$ cat src/rtl/retry_inorder_replay_pkg.sv
// Purpose: shared types for the go-back-N replay buffer and its future pipeline-end partner.
// Latency: n/a (types, constants and constant functions only).
// Backpressure: n/a.
// Contents: retry_cnt_t, ptr_t, retry_req_t (commit/retry request), retry_ev_e, width helpers.
package retry_pkg;

    localparam int unsigned ID_SIZE_DEF     = 4;
    localparam int unsigned MAX_RETRIES_DEF = 3;

    // Counter must hold the value MaxRetries itself (the "exhausted" state).
    function automatic int unsigned cnt_width(input int unsigned max_retries);
        return (max_retries < 1) ? 1 : $clog2(max_retries + 1);
    endfunction

    // Pointers carry one wrap bit above the ID so full and empty are distinguishable.
    function automatic int unsigned ptr_width(input int unsigned id_size);
        return id_size + 1;
    endfunction

    typedef logic [$clog2(MAX_RETRIES_DEF + 1)-1:0] retry_cnt_t;
    typedef logic [ID_SIZE_DEF:0]                    ptr_t;

    typedef struct packed {
        logic                   commit_vld;
        logic [ID_SIZE_DEF-1:0] commit_id;
        logic                   retry_vld;
        logic [ID_SIZE_DEF-1:0] retry_id;
    } retry_req_t;

    typedef enum logic [1:0] {
        EV_NONE  = 2'd0,
        EV_RETRY = 2'd1,
        EV_FAIL  = 2'd2
    } retry_ev_e;

endpackage

$ cat src/rtl/retry_inorder_replay_if.sv
// Purpose: bundles upstream, downstream, commit/retry and status signals of the replay buffer.
// Latency: n/a (wires only).
// Backpressure: ready_o toward upstream, ready_i from downstream; commit/retry are not backpressured.
// Modports: slave = the replay buffer, master = its environment.
interface retry_inorder_replay_if #(
    parameter type         DataType = logic [7:0],
    parameter int unsigned IDSize   = 4
);
    DataType            data_i;
    logic               valid_i;
    logic               ready_o;
    DataType            data_o;
    logic [IDSize-1:0]  id_o;
    logic               valid_o;
    logic               ready_i;
    logic               commit_valid_i;
    logic [IDSize-1:0]  commit_id_i;
    logic               retry_valid_i;
    logic [IDSize-1:0]  retry_id_i;
    logic               retry_ready_o;
    logic               fail_o;
    logic [IDSize-1:0]  fail_id_o;
    logic [IDSize:0]    occupancy_o;

    modport slave (
        input  data_i, valid_i, ready_i, commit_valid_i, commit_id_i, retry_valid_i, retry_id_i,
        output ready_o, data_o, id_o, valid_o, retry_ready_o, fail_o, fail_id_o, occupancy_o
    );

    modport master (
        output data_i, valid_i, ready_i, commit_valid_i, commit_id_i, retry_valid_i, retry_id_i,
        input  ready_o, data_o, id_o, valid_o, retry_ready_o, fail_o, fail_id_o, occupancy_o
    );
endinterface

$ cat src/rtl/retry_inorder_replay_ptrs.sv
// Purpose: head/send/tail pointers, per-head retry counter and fail event of the replay buffer.
// Latency: pointers update one cycle after the triggering event; fail_o is a registered pulse.
// Backpressure: full_o throttles pushes; pop_i must only assert while send != tail.
// Ports: push/pop strobes, commit/retry requests in; send/tail/full/occupancy/fail out.
module retry_replay_ptrs
    import retry_pkg::*;
#(
    parameter int unsigned IDSize     = 4,
    parameter int unsigned MaxRetries = 3
) (
    input  logic              clk_i,
    input  logic              rst_ni,
    input  logic              push_i,
    input  logic              pop_i,
    input  logic              commit_vld_i,
    input  logic [IDSize-1:0] commit_id_i,
    input  logic              retry_vld_i,
    input  logic [IDSize-1:0] retry_id_i,
    output logic [IDSize:0]   send_o,
    output logic [IDSize:0]   tail_o,
    output logic              full_o,
    output logic [IDSize:0]   occupancy_o,
    output logic              fail_o,
    output logic [IDSize-1:0] fail_id_o
);

    localparam int unsigned PW = ptr_width(IDSize);
    localparam int unsigned CW = cnt_width(MaxRetries);
    localparam logic [PW-1:0] ONE     = PW'(1);
    localparam logic [PW-1:0] DEPTH_P = PW'(1) << IDSize;
    localparam logic [CW-1:0] CNT_MAX = CW'(MaxRetries);

    logic [PW-1:0]     head_q, head_d, send_q, send_d, tail_q, tail_d;
    logic [CW-1:0]     cnt_q, cnt_d;
    logic              fail_q, fail_d;
    logic [IDSize-1:0] fail_id_q, fail_id_d;

    logic              empty;
    logic [PW-1:0]     occ;
    logic              commit_ok, retry_ok;
    logic [PW-1:0]     head_c;
    logic [CW-1:0]     cnt_c;
    retry_ev_e         ev;

    // Commit is resolved first; a retry then refers to the post-commit head.
    always_comb begin
        empty     = (head_q == tail_q);
        occ       = tail_q - head_q;
        commit_ok = commit_vld_i && !empty && (commit_id_i == head_q[IDSize-1:0]);
        head_c    = commit_ok ? head_q + ONE : head_q;
        cnt_c     = commit_ok ? '0 : cnt_q;
        retry_ok  = retry_vld_i && (head_c != tail_q) && (retry_id_i == head_c[IDSize-1:0]);
        ev        = EV_NONE;
        if (retry_ok) begin
            ev = (cnt_c < CNT_MAX) ? EV_RETRY : EV_FAIL;
        end
    end

    always_comb begin
        tail_d    = push_i ? tail_q + ONE : tail_q;
        head_d    = head_c;
        cnt_d     = cnt_c;
        send_d    = pop_i ? send_q + ONE : send_q;
        fail_d    = 1'b0;
        fail_id_d = fail_id_q;
        case (ev)
            EV_RETRY: begin
                // Go back to the head; any same-cycle downstream handshake is discarded.
                send_d = head_c;
                cnt_d  = cnt_c + CW'(1);
            end
            EV_FAIL: begin
                head_d    = head_c + ONE;
                send_d    = head_c + ONE;
                cnt_d     = '0;
                fail_d    = 1'b1;
                fail_id_d = head_c[IDSize-1:0];
            end
            default: ;
        endcase
        // A commit of an item not yet emitted would leave send behind head; pull it forward.
        if ((send_d - head_d) > (tail_d - head_d)) begin
            send_d = head_d;
        end
    end

    always_ff @(posedge clk_i) begin
        if (!rst_ni) begin
            head_q    <= '0;
            send_q    <= '0;
            tail_q    <= '0;
            cnt_q     <= '0;
            fail_q    <= 1'b0;
            fail_id_q <= '0;
        end else begin
            head_q    <= head_d;
            send_q    <= send_d;
            tail_q    <= tail_d;
            cnt_q     <= cnt_d;
            fail_q    <= fail_d;
            fail_id_q <= fail_id_d;
        end
    end

    // Out-of-order or empty-buffer requests are dropped; flag them in simulation.
    always_ff @(posedge clk_i) begin
        if (rst_ni && commit_vld_i) begin
            assert (commit_ok)
            else $warning("commit id %0d ignored (head id %0d, empty %0b)",
                          commit_id_i, head_q[IDSize-1:0], empty);
        end
        if (rst_ni && retry_vld_i) begin
            assert (retry_ok)
            else $warning("retry id %0d ignored (head id %0d)", retry_id_i, head_c[IDSize-1:0]);
        end
    end

    assign send_o      = send_q;
    assign tail_o      = tail_q;
    assign occupancy_o = occ;
    assign full_o      = (occ == DEPTH_P);
    assign fail_o      = fail_q;
    assign fail_id_o   = fail_id_q;

endmodule

$ cat src/rtl/retry_inorder_replay.sv
// Purpose: go-back-N replay buffer; holds items until in-order commit, replays from head on retry.
// Latency: one cycle from upstream accept to data_o; retry/fail visible on the next cycle.
// Backpressure: ready_o = !full (registered pointers only); data_o/valid_o held until ready_i.
// Ports: clk_i, rst_ni (sync, active-low), io (slave modport: upstream, downstream, commit/retry, status).
module retry_inorder_replay
    import retry_pkg::*;
#(
    parameter type         DataType   = logic [7:0],
    parameter int unsigned IDSize     = 4,
    parameter int unsigned MaxRetries = 3
) (
    input  logic                   clk_i,
    input  logic                   rst_ni,
    retry_inorder_replay_if.slave  io
);

    localparam int unsigned PW    = ptr_width(IDSize);
    localparam int unsigned Depth = 2 ** IDSize;

    logic [PW-1:0]     send, tail, occupancy;
    logic              full, push, pop, valid, fail;
    logic [IDSize-1:0] fail_id;
    logic              retry_ready_q, retry_ready_d;

    // Storage is not reset; pointers alone define which entries are live.
    DataType mem_q [Depth];

    assign valid = (send != tail);
    assign push  = io.valid_i && !full;
    assign pop   = valid && io.ready_i;

    retry_replay_ptrs #(
        .IDSize     (IDSize),
        .MaxRetries (MaxRetries)
    ) u_ptrs (
        .clk_i        (clk_i),
        .rst_ni       (rst_ni),
        .push_i       (push),
        .pop_i        (pop),
        .commit_vld_i (io.commit_valid_i),
        .commit_id_i  (io.commit_id_i),
        .retry_vld_i  (io.retry_valid_i),
        .retry_id_i   (io.retry_id_i),
        .send_o       (send),
        .tail_o       (tail),
        .full_o       (full),
        .occupancy_o  (occupancy),
        .fail_o       (fail),
        .fail_id_o    (fail_id)
    );

    always_ff @(posedge clk_i) begin
        if (push) begin
            mem_q[tail[IDSize-1:0]] <= io.data_i;
        end
    end

    always_comb begin
        retry_ready_d = 1'b1;
    end

    always_ff @(posedge clk_i) begin
        if (!rst_ni) begin
            retry_ready_q <= 1'b0;
        end else begin
            retry_ready_q <= retry_ready_d;
        end
    end

    assign io.ready_o       = !full;
    assign io.valid_o       = valid;
    assign io.data_o        = mem_q[send[IDSize-1:0]];
    assign io.id_o          = send[IDSize-1:0];
    assign io.retry_ready_o = retry_ready_q;
    assign io.fail_o        = fail;
    assign io.fail_id_o     = fail_id;
    assign io.occupancy_o   = occupancy;

endmodule

$ cat src/flat_wrapper.sv
// flat-port wrapper written by rule: the top's interface ports become plain ports
module retry_inorder_replay_flat import retry_pkg::*;
#(
    parameter type         DataType   = logic [7:0],
    parameter int unsigned IDSize     = 4,
    parameter int unsigned MaxRetries = 3
)
  (clk_i, rst_ni, io_data_i, io_valid_i, io_ready_i, io_commit_valid_i, io_commit_id_i, io_retry_valid_i, io_retry_id_i, io_ready_o, io_data_o, io_id_o, io_valid_o, io_retry_ready_o, io_fail_o, io_fail_id_o, io_occupancy_o);
  retry_inorder_replay_if #(.DataType(DataType), .IDSize(IDSize)) io_i ();
  input  logic clk_i;
  input  logic rst_ni;
  input wire logic [$bits(io_i.data_i)-1:0] io_data_i;
  input wire logic [$bits(io_i.valid_i)-1:0] io_valid_i;
  input wire logic [$bits(io_i.ready_i)-1:0] io_ready_i;
  input wire logic [$bits(io_i.commit_valid_i)-1:0] io_commit_valid_i;
  input wire logic [$bits(io_i.commit_id_i)-1:0] io_commit_id_i;
  input wire logic [$bits(io_i.retry_valid_i)-1:0] io_retry_valid_i;
  input wire logic [$bits(io_i.retry_id_i)-1:0] io_retry_id_i;
  output wire logic [$bits(io_i.ready_o)-1:0] io_ready_o;
  output wire logic [$bits(io_i.data_o)-1:0] io_data_o;
  output wire logic [$bits(io_i.id_o)-1:0] io_id_o;
  output wire logic [$bits(io_i.valid_o)-1:0] io_valid_o;
  output wire logic [$bits(io_i.retry_ready_o)-1:0] io_retry_ready_o;
  output wire logic [$bits(io_i.fail_o)-1:0] io_fail_o;
  output wire logic [$bits(io_i.fail_id_o)-1:0] io_fail_id_o;
  output wire logic [$bits(io_i.occupancy_o)-1:0] io_occupancy_o;
  assign io_i.data_i = io_data_i;
  assign io_i.valid_i = io_valid_i;
  assign io_i.ready_i = io_ready_i;
  assign io_i.commit_valid_i = io_commit_valid_i;
  assign io_i.commit_id_i = io_commit_id_i;
  assign io_i.retry_valid_i = io_retry_valid_i;
  assign io_i.retry_id_i = io_retry_id_i;
  assign io_ready_o = io_i.ready_o;
  assign io_data_o = io_i.data_o;
  assign io_id_o = io_i.id_o;
  assign io_valid_o = io_i.valid_o;
  assign io_retry_ready_o = io_i.retry_ready_o;
  assign io_fail_o = io_i.fail_o;
  assign io_fail_id_o = io_i.fail_id_o;
  assign io_occupancy_o = io_i.occupancy_o;
  retry_inorder_replay #(.DataType(DataType), .IDSize(IDSize), .MaxRetries(MaxRetries)) u_core (.clk_i(clk_i), .rst_ni(rst_ni), .io(io_i));
endmodule
$ cat config.mk
export PLATFORM = sky130hd
export DESIGN_NAME = retry_inorder_replay_flat
export DESIGN_NICKNAME = d
export VERILOG_FILES = /design/src/rtl/retry_inorder_replay_pkg.sv /design/src/rtl/retry_inorder_replay_if.sv /design/src/rtl/retry_inorder_replay_ptrs.sv /design/src/rtl/retry_inorder_replay.sv /design/src/flat_wrapper.sv
export SDC_FILE = /design/constraint.sdc
export NUM_CORES = 1
export LEC_CHECK = 0
export CAP_MARGIN = 20
export CORE_ASPECT_RATIO = 0.5
export CORE_UTILIZATION = 30
export CTS_BUF_LIST = sky130_fd_sc_hd__clkbuf_4
export DETAILED_ROUTE_END_ITERATION = 6
export PLACE_DENSITY = 0.51
export REMOVE_ABC_BUFFERS = 1
export SYNTH_ARGS = -nofsm -noshare
export SYNTH_HDL_FRONTEND = slang
export SYNTH_HIERARCHICAL = 1
export SYNTH_SLANG_ARGS = --single-unit
export TNS_END_PERCENT = 50
$ cat constraint.sdc
create_clock -name clk_i -period 5.2 [get_ports clk_i]
set_clock_uncertainty 0.1 [all_clocks]
set_input_delay 1.04 -clock clk_i [delete_from_list [all_inputs] [get_ports clk_i]]
set_output_delay 1.04 -clock clk_i [all_outputs]
set_load 0.005 [all_outputs]
; ---- Word level (Yosys, flattened, before mapping)
; Memory sizes are Yosys's and may differ from the RTL's. A register that Yosys moved wholly into a read port is not among the register bits.
; Cells that the tools add are included.
; W data, S select, Z words.
[word_totals]
out_inout_bits = 25
latchBits = 0
mem_count = 1
inputBits = 22
reg_bits = 23
elab_cells = 49
mem_bits_rw = 128
romBits = 0
[mem_list]
columns = name, depth, width, rd, rd_ports_with_merged_regs, write_ports, line_no
row1 = u_core.mem_q, 16, 8, 1, 1, 1, retry_inorder_replay.sv:26  ; DataType mem_q [Depth];
[classes]
addsub = 8
order_cmp = 2
div = 0
bitwise = 0
reduce_logical = 8
n_eq_ne = 8
n_mux = 15
n_shift = 0
n_mul = 0
[ops]
columns = op, n
row1 = $mux W5, 5
row2 = $add A5 B1 Y5 const B, 4
row3 = $sub A5 B5 Y5, 3
row4 = $ne A5 B5 Y1, 2
row5 = $pmux W5 S2, 1
row6 = $eq A4 B4 Y1, 2
row7 = $logic_and A1 B1 Y1, 6
row8 = $mux W2, 3
row9 = $eq A5 B5 Y1, 1
row10 = $eq A5 B5 Y1 const B, 1
row11 = $gt A5 B5 Y1, 1
row12 = $mux W1, 4
row13 = $mux W4, 1
row14 = $pmux W2 S2, 1
row15 = $add A2 B1 Y2 const B, 1
row16 = $eq A2 B1 Y1 const B, 1
row17 = $eq A2 B2 Y1 const B, 1
row18 = $logic_not A1 Y1, 2
row19 = $lt A2 B2 Y1 const B, 1

; ---- Longest topological paths before layout
; Gate-level depths: netlist of run 1.
[depth]
depth_word = 15
ltp_mapped = 27

; ---- Hierarchy
; Netlist of run 1, hierarchy kept.
[by_module_without_submodules]
columns = module, seq_area_each_um2, cells_each, instances, area_each_um2
row1 = retry_inorder_replay, 3863.7, 236, 1, 5097.4
row2 = retry_replay_ptrs, 440.4, 250, 1, 2149.6

; ---- Worst setup path after synthesis of run 1
; Ideal clock, no wire load.
[synth_timing]
kind = in2reg
from = input port io_commit_id_i[3]
to = register u_core.u_ptrs.send_q[2], in the netlist u_core/u_ptrs/send_o[2]
path_buffers = 0
arrival_time_ps = 5387
setup_slack_ps = -357
cell_stages = 21
cell_sequence = xor2_1 -> or4_4 -> nor2_4 -> o221ai_2 -> and3_1 -> nor4_4 -> nand3_1 -> xnor2_1 -> ha_1 -> inv_1 -> fa_1 -> a21o_1 -> a21oi_1 -> xnor2_1 -> xnor2_1 -> ha_1 -> a21oi_1 -> a31oi_1 -> mux2i_1 -> nand2_1 -> a21oi_1
[synth_between]
elab_chain_len = 12
[synth_rtl]
columns = item, line_no
row1 = from (decl), flat_wrapper.sv:16  ; input wire logic [$bits(io_i.commit_id_i)-1:0] io_commit_id_i;
row2 = $eq A4 B4 Y1 *, retry_inorder_replay_ptrs.sv:49  ; commit_ok = commit_vld_i && !empty && (commit_id_i == head_q[IDSize-1:0]);
row3 = $logic_and A1 B1 Y1 *, retry_inorder_replay_ptrs.sv:49
row4 = $mux W5, retry_inorder_replay_ptrs.sv:50  ; head_c = commit_ok ? head_q + ONE : head_q;
row5 = $ne A5 B5 Y1, retry_inorder_replay_ptrs.sv:52  ; retry_ok = retry_vld_i && (head_c != tail_q) && (retry_id_i == head_c[IDSize-1:0]);
row6 = $logic_and A1 B1 Y1 (2 in series), retry_inorder_replay_ptrs.sv:52
row7 = $mux W2, retry_inorder_replay_ptrs.sv:54  ; if (retry_ok) begin
row8 = $eq A2 B2 Y1, retry_inorder_replay_ptrs.sv:66  ; case (ev)
row9 = $mux W5 *, retry_inorder_replay_ptrs.sv:66
row10 = via u_core.u_ptrs.head_d[0], retry_inorder_replay_ptrs.sv:33  ; logic [PW-1:0] head_q, head_d, send_q, send_d, tail_q, tail_d;
row11 = $sub A5 B5 Y5, retry_inorder_replay_ptrs.sv:82  ; if ((send_d - head_d) > (tail_d - head_d)) begin
row12 = $gt A5 B5 Y1 *, retry_inorder_replay_ptrs.sv:82
row13 = $mux W5 *, retry_inorder_replay_ptrs.sv:82
row14 = to (signal assigned), retry_inorder_replay_ptrs.sv:97  ; send_q <= send_d;
row15 = to (decl), retry_inorder_replay_ptrs.sv:33
; The timed path passes the listed nets; every way through them passes the cells marked *.
; A chain may end at the register's enable or synchronous reset.

; ---- Worst setup path in the final report of run 1
[layout_timing]
from = input port io_commit_id_i[3]
to = register u_core.u_ptrs.send_q[0], in the netlist u_core/u_ptrs/send_o[0]
[layout_between]
elab_chain_len = 12
[layout_rtl]
columns = item, line_no
row1 = $eq A4 B4 Y1 *, retry_inorder_replay_ptrs.sv:49
row2 = $logic_and A1 B1 Y1 *, retry_inorder_replay_ptrs.sv:49
row3 = $mux W5, retry_inorder_replay_ptrs.sv:50
row4 = $ne A5 B5 Y1, retry_inorder_replay_ptrs.sv:52
row5 = $logic_and A1 B1 Y1 (2 in series), retry_inorder_replay_ptrs.sv:52
row6 = $mux W2, retry_inorder_replay_ptrs.sv:54
row7 = $eq A2 B2 Y1, retry_inorder_replay_ptrs.sv:66
row8 = $mux W5 *, retry_inorder_replay_ptrs.sv:66
row9 = via u_core.u_ptrs.head_d[0], retry_inorder_replay_ptrs.sv:33
row10 = $sub A5 B5 Y5, retry_inorder_replay_ptrs.sv:82
row11 = $gt A5 B5 Y1, retry_inorder_replay_ptrs.sv:82
row12 = $mux W5 *, retry_inorder_replay_ptrs.sv:82
; Marks and branches as above.

==> impl_results.md, run 1 <==
- Status: complete, no violations
- Register Area: between 4000 and 5000 um^2
- NumNets Final: 652
- Reg-to-Reg Start: u_core/u_ptrs/head_q[1]
- Longest Clk Path Bufs: 2
- Yosys reg bits: 151
- Final hold vios: 0
- Chip Width: 222 um
- Net Sw Power: around 760 uW
- Area delta synth->final: 24.9%
- Slack of the worst reg-to-reg path: 0.26 ns
- Total track usage: 14.6%
- Seq pwr share: 51.2%
- CTS Root Cell: clkbuf_4
- Async set-reset flop share out of synthesis: 0%
- Routed vias: about 4,500
- Main synth FF type: edfxtp_1
- Reg clk slew, reported paths: 0.16 ns
- Post-Synthesis Mean Instance Area: between 10 and 15 um^2
- Fin crit share: 96.2%
- Ranking of synthesized cells by area: edfxtp_1 (53%), dfxtp_1 (6.4%), mux4_1 (5.4%)
- Wirelength per Cell: 18.6 um
- Vias in the first global route: ~4,600
- Die area: 24,800 um^2
- DRC Markers: 0
- CP required: 5.58 ns
- Hold Crit Class: flip-flop to flip-flop
- EDFF count, synth: 128
- Initial detailed-routing violation count: approximately 280
- Fill cell count: 2,162
- Ports: 47
- Worst VDD drop: 0.000169 V
- Reg2reg path depth: 26
- Yosys Warn Count: 6
- Vias/cell: 4.86
- CTS tree: done
- Minimum clock period: 5.00 ns
- # rows: 39
- Hold Path End: u_core/u_ptrs/fail_id_o[1]
- Pins Over Slew Limit: 0
- Leakage: 3.16 nW
- Worst Setup Start Kind: primary input
- Setup violators final: 0
- Total routed wirelength: 17,300 um
- IO buf count: 46
- Multi-input gate area: between 2000 and 3000 um^2
- Post-DP HPWL: 11,400 um
- Largest net degree at the start of global routing: 37
- Max-cap violation count: 0
- Skew-Pair Late Insertion Delay: 0.56 ns
- Worst-Margin Slew: 1.04 ns
- Switching share of power: 29.0%
- Initial antenna violation count: 1
- Post-Syn Instances: 486
- TritonCTS Buffers: 17
- Comb pwr share: 23.4%
- Starting Density: 31.1%
- RePlAce Congestion: between 0.8 and 0.9
- Worst slack, placed: -0.787 ns
- Share of layout cells above drive strength 1: 29.8%
- Final setup margin: 0.196 ns
- Post-DRT Antenna Nets: 0
- CTS Hold Buffers Added: 0
- Reg2Reg Capture Point: u_core/u_ptrs/send_o[0]
- Hold-critical path depth: 2
- Hold Startpoint: u_core/u_ptrs/fail_id_o[1]
- Core area: about 23,000 um^2
- Wire length of the first global-routing pass: ~27,000 um
- Signal arrival time at the worst endpoint: 5.38 ns
- Power Density: between 200 and 300 nW/um^2
- Minimum hold slack: ~0.43 ns
- Setup CP Type: primary input to flip-flop
- GRT overflow: 0
- CP Max Fanout: 8
- Synth area leader: edfxtp_1
- Slew margin rel.: 30.7%
- Clk pwr share: 25.4%
- Endpoint type of the worst setup path: flip-flop
- Max Clk Rate: 200 MHz
- H-tree depth: 4
- Die Ht: 112 um
- Synth top area share: 53.0%
- Pint: 1.86 mW
- Clock Sinks: 151
- Count of cell types in the netlist: 55
- Router iterations before antenna repair: 5
- Synthesized area: between 7000 and 8000 um^2
- TNS Setup: 0 ns
- Register area share after synthesis: 59.4%
==> layout by cell type, fill, tap and decap left out, drive strengths merged, types with 16 or more instances in the layout <==
cell and n:
xnor2 27, mux4 32, buf 74, a22oi 16, ha 22, a21oi 17
clkbuf 19, inv 27, dfxtp 23, clkdlybuf4s50 41, nand2 28, edfxtp 128
nor2 28, xor2 19
==> critical path, cell delays in order <==
cell	delay, ns
dlymetal6s2s_1	0.14
xor2_2	0.20
or4_4	0.56
nor3_4	0.17
xnor2_2	0.10
and3_4	0.18
o2111ai_4	0.30
nand3_2	0.15
xnor2_2	0.18
buf_4	0.15
ha_4	0.12
inv_2	0.04
fa_2	0.36
a21o_1	0.18
a21oi_2	0.12
xnor2_1	0.14
xnor2_1	0.17
ha_1	0.29
a21oi_1	0.14
a31oi_1	0.05
buf_4	0.17
a211oi_2	0.20
a31oi_1	0.06
and3_1	0.16
==> power groups by stage <==
stage / sequential [mW] / combinational [mW] / clock, mW
5_1_grt: 1.34 / 0.668 / 0.738
3_5_place_dp: 1.37 / 0.585 / 0
3_3_place_gp: 1.37 / 0.584 / 0
6_report: 1.34 / 0.611 / 0.664
2_1_floorplan: 1.41 / 0.310 / 0
4_1_cts: 1.34 / 0.598 / 0.689
==> worst max-delay path by stage <==
stage / from / endpoint / slack (ns)
2_1_floorplan: io_commit_id_i[3] / u_core/u_ptrs/send_o[2] / -0.40
3_3_place_gp: io_commit_id_i[3] / u_core/u_ptrs/send_o[2] / -0.73
3_5_place_dp: io_commit_id_i[3] / u_core/u_ptrs/send_o[0] / -0.79
5_1_grt: u_core/u_ptrs/head_q[1] / u_core/u_ptrs/send_o[0] / -0.01
4_1_cts: io_commit_id_i[2] / u_core/u_ptrs/send_o[4] / 0.01
6_report: io_commit_id_i[3] / u_core/u_ptrs/send_o[0] / 0.20
==> kinds of logic after synthesis <==
kind of cell    share of synthesized area, %
flops                                   59.4
simple gates                            9.12
compound gates                          5.97
xor+xnor                                5.92
buf+inv                                 2.97
mux                                     12.0
fa+ha+maj                               4.63
==> per-layer routing <==
layer	global-route usage, %	share of wire [%]
met1	20.2	48
met4	3.29	0.64
met3	3.11	4.1
met5	0	0
met2	23.5	47
==> metrics by stage <==
| step | total power, mW | cells | area [um^2] | utilization [%] |
|---|---|---|---|---|
| CTS | 2.63 | 920 | 8790 | 37.8 |
| detailed placement | 1.95 | 884 | 8460 | 36.3 |
| global placement | 1.95 | 884 | 8460 | 36.3 |
| finish | 2.61 | 926 | 9050 | 38.9 |
| floorplan | 1.72 | 466 | 7110 | - |
| global route | 2.75 | 926 | 9050 | 38.9 |
==> layout make-up <==
cell class,count,area share (%)
sequential,151,47.6
multi-input combinational,294,33.1
timing repair buffer,120,11.4
tap,307,4.24
clock buffer,17,1.41
clock inverter,15,1.33
inverter,21,0.898
antenna,1,0.0276
==> Yosys cell counts (2+ instances only) <==
master / number
a211oi_1: 5
a21o_1: 8
a21oi_1: 17
a22oi_1: 16
a31oi_1: 2
and2_1: 10
and3_1: 5
buf_2: 6
buf_4: 2
buf_6: 4
clkbuf_1: 5
clkdlybuf4s25_2: 2
dfxtp_1: 23
edfxtp_1: 128
fa_1: 3
ha_1: 22
inv_1: 21
mux2i_1: 7
mux4_1: 15
mux4_2: 17
nand2_1: 27
nand2b_1: 4
nand3_1: 9
nand3b_1: 3
nand4_1: 6
nor2_1: 26
nor2b_1: 4
nor3_1: 9
o21a_1: 3
o21ai_0: 5
o21ai_1: 4
or3_1: 3
xnor2_1: 26
xor2_1: 18
==> sequential cells by signal, indices dropped and copies added (netlist names) <==
name                     cells
u_core/mem_q               128
u_core/u_ptrs/head_q         5
u_core/u_ptrs/send_o         5
u_core/u_ptrs/tail_o         5
u_core/u_ptrs/fail_id_o      4
u_core/u_ptrs/cnt_q          2
u_core/io.retry_ready_o      1
u_core/u_ptrs/fail_o         1
==> what timing repair did <==
action,4_1_cts,5_1_grt
endpoints found under the setup margin,5,5
pin swaps,10,31
buffers inserted,4,5
hold endpoints to repair,0,0
resized for setup,15,49
Power figures use the tool's default switching activity.
==> inputs of run 2 (changes only) <==
Settings changed: PLACE_DENSITY 0.51 to 0.49.
Clock period 5.2 ns to 4.8 ns, I/O delays scaled along.
==> run 2 against run 1 <==
Effect of this change:
- worst setup slack got worse by 0.37 ns
- count of clock-buffer cells in the layout stayed put
- critical path type unchanged
- critical path depth rose by 1
- the flow now finishes with violations (negative setup slack)
- largest power group unchanged
- first-iteration DRC count is 4.0% lower
- routed wire length increased by 3.3%
- sequential share of layout area decreased by 1.0 points
- clock power up 24%
- via count up 0.82%
- largest cell class unchanged
==> impl_results.md, run 2 (synthesis gave the netlist of run 1 again) <==
- H-tree depth: 4 (unchanged)
- Fill cell count: 2,152 (-0.46%)
- Leakage: 3.26 nW (+3.2%)
- Total track usage: 15.2% (+0.58 points)
- Chip Width: 222 um (unchanged)
- CP required: 5.19 ns (-0.39 ns)
- Final hold vios: 0 (unchanged)
- IO buf count: 46 (unchanged)
- Max-cap violation count: 0 (unchanged)
- Hold Crit Class: flip-flop to flip-flop
- # rows: 39 (unchanged)
- Setup CP Type: primary input to flip-flop
- Hold Path End: u_core/u_ptrs/fail_id_o[1]
- Clock Sinks: 151 (unchanged)
- Slew margin rel.: 43.8% (+13 points)
- TritonCTS Buffers: 17 (unchanged)
- Pins Over Slew Limit: 0 (unchanged)
- RSZ-0062 raised after global routing: yes
- Minimum clock period: roughly 5 ns
- Worst Setup Start Kind: primary input
- Vias in the first global route: 4,805 (+4.0%)
- Initial antenna violation count: 1 (unchanged)
- Post-DRT Antenna Nets: 0 (unchanged)
- Most frequent cells in the layout: edfxtp_1 (128), buf_4 (97), clkdlybuf4s50_1 (41)
- Worst slack, placed: -1.09 ns (-0.302 ns)
- Area delta synth->final: 27.7%
- RePlAce Congestion: 0.809 (-2.4%)
- Longest Clk Path Bufs: 2 (unchanged)
- Design Power: 2.95 mW (+13%)
- Final setup margin: -0.178 ns (-0.374 ns)
- Signal arrival time at the worst endpoint: 5.37 ns (about the same)
- Share of layout cells above drive strength 1: 32.5% (+2.7 points)
- Reg-to-Reg Start: u_core/u_ptrs/head_q[1]
- GRT overflow: 0 (unchanged)
- Worst VDD drop: 0.000166 V (-2.1%)
- CTS Hold Buffers Added: 0 (unchanged)
- Total routed wirelength: 17,800 um (+3.3%)
- Slack of the worst reg-to-reg path: -0.12 ns (-0.38 ns)
- Fin crit share: 104%
- Core area: 23,300 um^2 (unchanged)
- Max reg flops: 128 (unchanged)
- Wirelength per Cell: 18.7 um (+0.50%)
- Post-DP HPWL: 12,000 um (+4.9%)
- CTS Root Cell: clkbuf_4
- NumNets Final: 678 (+4.0%)
- Hold Startpoint: u_core/u_ptrs/fail_id_o[1]
- Reg2Reg Capture Point: u_core/u_ptrs/send_o[0]
- Final Cell Area: 9260 um^2 (+2.2%)
- Inst Count DP: 908 (+2.7%)
- Ports: 47 (unchanged)
- CP Max Fanout: 5 (-3)
- Wire length of the first global-routing pass: 27,800 um (+3.4%)
- Status: finished with violations
- Max Clk Rate: 201 MHz
- CTS tree: done
- Largest net degree at the start of global routing: 37 (unchanged)
- Reg clk slew, reported paths: 0.16 ns (about the same)
- Hold-critical path depth: 2 (unchanged)
- Router iterations before antenna repair: 4 (-1)
- Reg2reg path depth: 25 (-3.8%)
- Placed cell area: 8630 um^2 (+2.0%)
- Commonest non-fill, non-tap cell in the layout: edfxtp_1
- Violated checks: negative setup slack
- Worst-Margin Slew: 0.840 ns (-0.197 ns)
- Die Ht: 112 um (unchanged)
- Power Density: 319 nW/um^2 (+10%)
- DRC Markers: 0 (unchanged)
- Setup violators final: 5 (+5)
- Starting Density: 31.1% (unchanged)
- Skew-Pair Late Insertion Delay: 0.58 ns (+0.02 ns)
- Vias/cell: 4.76 (-1.9%)
- Post-route insts no fill: 952 (+2.8%)
- Die area: 24,800 um^2 (unchanged)
- Routed vias: 4,535 (+0.82%)
- Initial detailed-routing violation count: 265 (-4.0%)
- Endpoint type of the worst setup path: flip-flop
run 2: changes by cell type in the layout (fill, tap and decap cells not counted), sizes merged:
| cell | delta |
|---|---|
| buf | +28 |
| clkinv | -4 |
| dlymetal6s2s | -3 |
| bufinv | +2 |
| clkbuf | -2 |
| clkinvlp | +2 |
| dlygate4sd2 | +2 |
| clkdlybuf4s15 | +1 |
run 2: final cells by class:
class	count	area (um^2)	area share [%]
Antenna cell	1	2.50	0.0270
Clock buffer	17	128	1.38
Clock inverter	15	169	1.83
Inverter	21	78.8	0.852
Multi-Input combinational cell	294	2980	32.2
Sequential cell	151	4310	46.6
Tap cell	307	384	4.15
Timing Repair Buffer	146	1200	13.0
run 2: stage by stage:
| stage | TNS [ns] | hold slack, ns | util, % |
|---|---|---|---|
| global route | -1.77 | 0.461 | 39.8 |
| CTS | -0.136 | 0.429 | 39.3 |
| global placement | -5.08 | 0.380 | 37.1 |
| finish | -0.825 | 0.422 | 39.8 |
| floorplan | -3.35 | 0.389 | - |
| detailed placement | -5.22 | 0.392 | 37.1 |
run 2: power by group:
part           leakage, nW  switching [mW]  internal [mW]  total (mW)
combinational         1.76           0.320          0.356       0.677
sequential            1.34          0.0104           1.44        1.45
clock                0.152           0.499          0.322       0.821
run 2: critical path, cell delays in order:
cell and delay [ns]:
clkdlybuf4s15_1 0.20, xor2_1 0.17, or4_4 0.53, nor2_4 0.15
o221ai_2 0.09, and3_4 0.19, nor4_4 0.34, buf_4 0.18
buf_4 0.10, and2_4 0.14, a21oi_2 0.06, a21o_4 0.22
fa_2 0.53, inv_1 0.07, ha_4 0.23, nor2b_1 0.12
o21a_1 0.16, o21ai_1 0.11, nand2b_1 0.07, a21oi_1 0.13
a31oi_1 0.07, buf_4 0.17, a211oi_2 0.15, a31oi_1 0.05
and3_1 0.16
run 2: how the worst max path moves through the flow:
stage	cells after the start	end	startpoint
finish	25	u_core/u_ptrs/send_o[0]	io_commit_id_i[1]
global route	25	u_core/u_ptrs/send_o[1]	u_core/u_ptrs/head_q[1]
CTS	25	u_core/u_ptrs/send_o[1]	u_core/u_ptrs/head_q[1]
detailed placement	24	u_core/u_ptrs/send_o[0]	io_commit_id_i[3]
global placement	24	u_core/u_ptrs/send_o[2]	io_commit_id_i[3]
floorplan	20	u_core/u_ptrs/send_o[2]	io_commit_id_i[3]
run 2: metal layers:
metal	vias to the layer above	GRT usage, %	routed length (um)
met5	-	0	0
met4	0	3.47	90
met3	8	4.09	610
met2	74	26.0	9060
met1	2293	19.2	8070
li1	2160	-	-
run 2: what timing repair did:
item | CTS | global route
gates cloned | 1 | 0
endpoints found under the setup margin | 5 | 5
resized for setup | 50 | 17
setup buffers | 9 | 1
pin swaps | 28 | 2
==> inputs of run 3 (changes only) <==
Settings changed: CORE_ASPECT_RATIO 0.5 to not set, PLACE_DENSITY 0.49 to not set, PLACE_DENSITY_LB_ADDON set to 0.08.
==> run 3 against run 2 <==
Effect of this change:
- the run still ends with negative setup slack left
- critical endpoint unchanged
- clock power fell by 0.7%
- core utilization down 0.34 points
- flip-flop and latch count did not move
- die area is 0.15% lower
- highest routed layer unchanged
- combinational power up 3.2%
- total power is 0.46% higher
==> impl_results.md, run 3 (synthesis gave the netlist of run 1 again) <==
- Reg2Reg Capture Point: u_core/u_ptrs/send_o[0]
- Reg-to-Reg Start: u_core/u_ptrs/head_q[0]
- DRC Markers: 0 (unchanged)
- IO buf count: 46 (unchanged)
- Hold Startpoint: u_core/u_ptrs/fail_id_o[1]
- Seq pwr share: 48.9% (-0.4 points)
- Commonest non-fill, non-tap cell in the layout: edfxtp_1
- Initial detailed-routing violation count: 244 (-7.9%)
- Vias/cell: 4.82 (+1.2%)
- Power Density: 318 nW/um^2 (-0.11%)
- RePlAce Congestion: 0.811 (+0.20%)
- Max Clk Rate: 199 MHz (-0.78%)
- Final setup margin: -0.217 ns (-0.0389 ns)
- Final hold vios: 0 (unchanged)
- Worst VDD drop: 0.000174 V (+5.1%)
- Share of layout cells above drive strength 1: 34.3% (+1.9 points)
- Worst Setup Start Kind: primary input
- TritonCTS Buffers: 17 (unchanged)
- # rows: 56 (+44%)
- Slack of the worst reg-to-reg path: -0.15 ns (-0.03 ns)
- Total track usage: 16.3% (+1.1 points)
- TNS Setup: -0.877 ns (-0.0516 ns)
- RSZ-0062 raised after global routing: yes
- Minimum hold slack: 0.434 ns (+0.0118 ns)
- Initial antenna violation count: 1 (unchanged)
- Vias in the first global route: 4,853 (+1.0%)
- Leakage: 3.26 nW (about the same)
- Wire length of the first global-routing pass: 28,900 um (+4.0%)
- Clk pwr share: 27.5% (-0.3 points)
- Hold Crit Class: flip-flop to flip-flop
- Slew margin rel.: 40.4% (-3.4 points)
- Pint: 2.09 mW (-1.5%)
- Reg clk slew, reported paths: 0.15 ns (about the same)
- Hold-critical path depth: 2 (unchanged)
- Longest Clk Path Bufs: 2 (unchanged)
- Setup violators final: 5 (unchanged)
- Total routed wirelength: 19,000 um (+6.3%)
- Status: finished with violations
- Die area: 24,800 um^2 (-0.15%)
- Skew-Pair Late Insertion Delay: 0.54 ns (-0.04 ns)
- Worst-Margin Slew: 0.890 ns (+0.0506 ns)
- Violated checks: negative setup slack
- CTS Root Cell: clkbuf_4
- Endpoint type of the worst setup path: flip-flop
- Area delta synth->final: 28.4%
- Reg2reg path depth: 24 (-4.0%)
- Ports: 47 (unchanged)
- Max reg flops: 128 (unchanged)
- Post-Route Utilization: 39.4% (-0.34 points)
- Post-DP HPWL: 12,900 um (+7.3%)
- Largest net degree at the start of global routing: 37 (unchanged)
- NumNets Final: 679 (+0.15%)
- Routed vias: 4,647 (+2.5%)
- GRT overflow: 0 (unchanged)
- Fill cell count: 2,276 (+5.8%)
- CP required: 5.14 ns (-0.05 ns)
- Setup CP Type: primary input to flip-flop
- Post-DRT Antenna Nets: 0 (unchanged)
- Most frequent cells in the layout: edfxtp_1 (128), buf_4 (95), clkdlybuf4s50_1 (42)
- CTS tree: done
- CP Max Fanout: 5 (unchanged)
- Max-cap violation count: 0 (unchanged)
- Chip Width: 157 um (-29%)
- H-tree depth: 4 (unchanged)
- Clock Sinks: 151 (unchanged)
- Router iterations before antenna repair: 4 (unchanged)
- Pins Over Slew Limit: 0 (unchanged)
- Die Ht: 157 um (+41%)
- Fin crit share: 105% (+0.81 points)
- Hold Path End: u_core/u_ptrs/fail_id_o[1]
- Starting Density: 30.7% (-0.44 points)
- Comb pwr share: 23.6% (+0.7 points)
- CTS Hold Buffers Added: 0 (unchanged)
- Core area: 23,600 um^2 (+1.4%)
- Net Sw Power: 875 uW (+5.4%)
- Minimum clock period: 5.02 ns (+0.0389 ns)
- Wirelength per Cell: 19.7 um (+5.0%)
- Signal arrival time at the worst endpoint: 5.36 ns (about the same)
- Switching share of power: 29.5% (+1.4 points)
- Worst slack, placed: -1.17 ns (-0.0808 ns)
[run 3: cell types whose count changed in the layout (fill, tap and decap cells not counted), sizes merged]
cell           previous run  this run
clkdlybuf4s50            41        42
buf                     102       103
inv                      27        28
dlygate4sd2               2         0
bufinv                    2         1
clkinvlp                  3         2
clkdlybuf4s15             1         2
[run 3: layout make-up]
class / instances / area (um^2) / area share [%]
clock inverter: 14 / 160 / 1.72
timing repair buffer: 147 / 1240 / 13.4
multi-input combinational: 294 / 2980 / 32.0
antenna: 1 / 2.50 / 0.0269
tap: 319 / 399 / 4.29
inverter: 21 / 78.8 / 0.847
clock buffer: 17 / 128 / 1.37
sequential: 151 / 4310 / 46.3
[run 3: how the worst max path moves through the flow]
stage,startpoint,to,slack [ns],cells after the start
floorplan,io_commit_id_i[3],u_core/u_ptrs/send_o[2],-0.72,20
global placement,io_commit_id_i[3],u_core/u_ptrs/send_o[0],-1.11,24
detailed placement,io_commit_id_i[3],u_core/u_ptrs/send_o[0],-1.17,23
CTS,u_core/u_ptrs/head_q[0],u_core/u_ptrs/send_o[0],-0.13,23
global route,u_core/u_ptrs/head_q[2],u_core/u_ptrs/send_o[3],-0.43,24
finish,io_commit_id_i[1],u_core/u_ptrs/send_o[0],-0.22,24
[run 3: stage by stage]
step / total power, mW / cells / cell area, um^2
floorplan: 1.86 / 466 / 7110
global placement: 2.13 / 920 / 8640
detailed placement: 2.13 / 920 / 8640
CTS: 3.01 / 961 / 9280
global route: 3.11 / 964 / 9310
finish: 2.96 / 964 / 9310
[run 3: power by group through the flow]
stage	Sequential (mW)	Clock, mW	Combinational (mW)
floorplan	1.52	0	0.336
global placement	1.48	0	0.648
detailed placement	1.48	0	0.651
CTS	1.45	0.850	0.708
global route	1.45	0.898	0.761
finish	1.45	0.815	0.699
[run 3: routing by layer]
| metal | up-vias | wire (um) | GRT usage, % | share of wire, % |
|---|---|---|---|---|
| met1 | 2383 | 8380 | 20.5 | 44 |
| met2 | 90 | 9960 | 28.7 | 53 |
| met3 | 16 | 449 | 2.45 | 2.4 |
| met5 | - | 0 | 0 | 0 |
| met4 | 0 | 174 | 4.90 | 0.92 |
| li1 | 2158 | - | - | - |
[run 3: timing repair]
item                                    4_1_cts  5_1_grt
endpoints found under the setup margin        5        5
endpoints found under the hold margin         0        0
setup buffers                                 9        2
resized for setup                            73        4
gates cloned                                  1        0
pin swaps                                    26       15
[run 3: worst max-delay path: stages]
cell	delay [ns]
clkdlybuf4s15_2	0.19
xor2_1	0.15
or4_4	0.51
nor2_4	0.15
o221ai_2	0.10
and3_4	0.19
nor4_4	0.39
nand2_2	0.17
buf_6	0.16
a21oi_2	0.12
ha_2	0.19
inv_2	0.05
fa_2	0.55
ha_4	0.20
nor2b_4	0.12
o21a_1	0.16
o21ai_1	0.13
nand2b_1	0.07
a21oi_1	0.12
a31oi_1	0.07
buf_4	0.18
a211oi_2	0.19
a31oi_1	0.05
and3_1	0.17
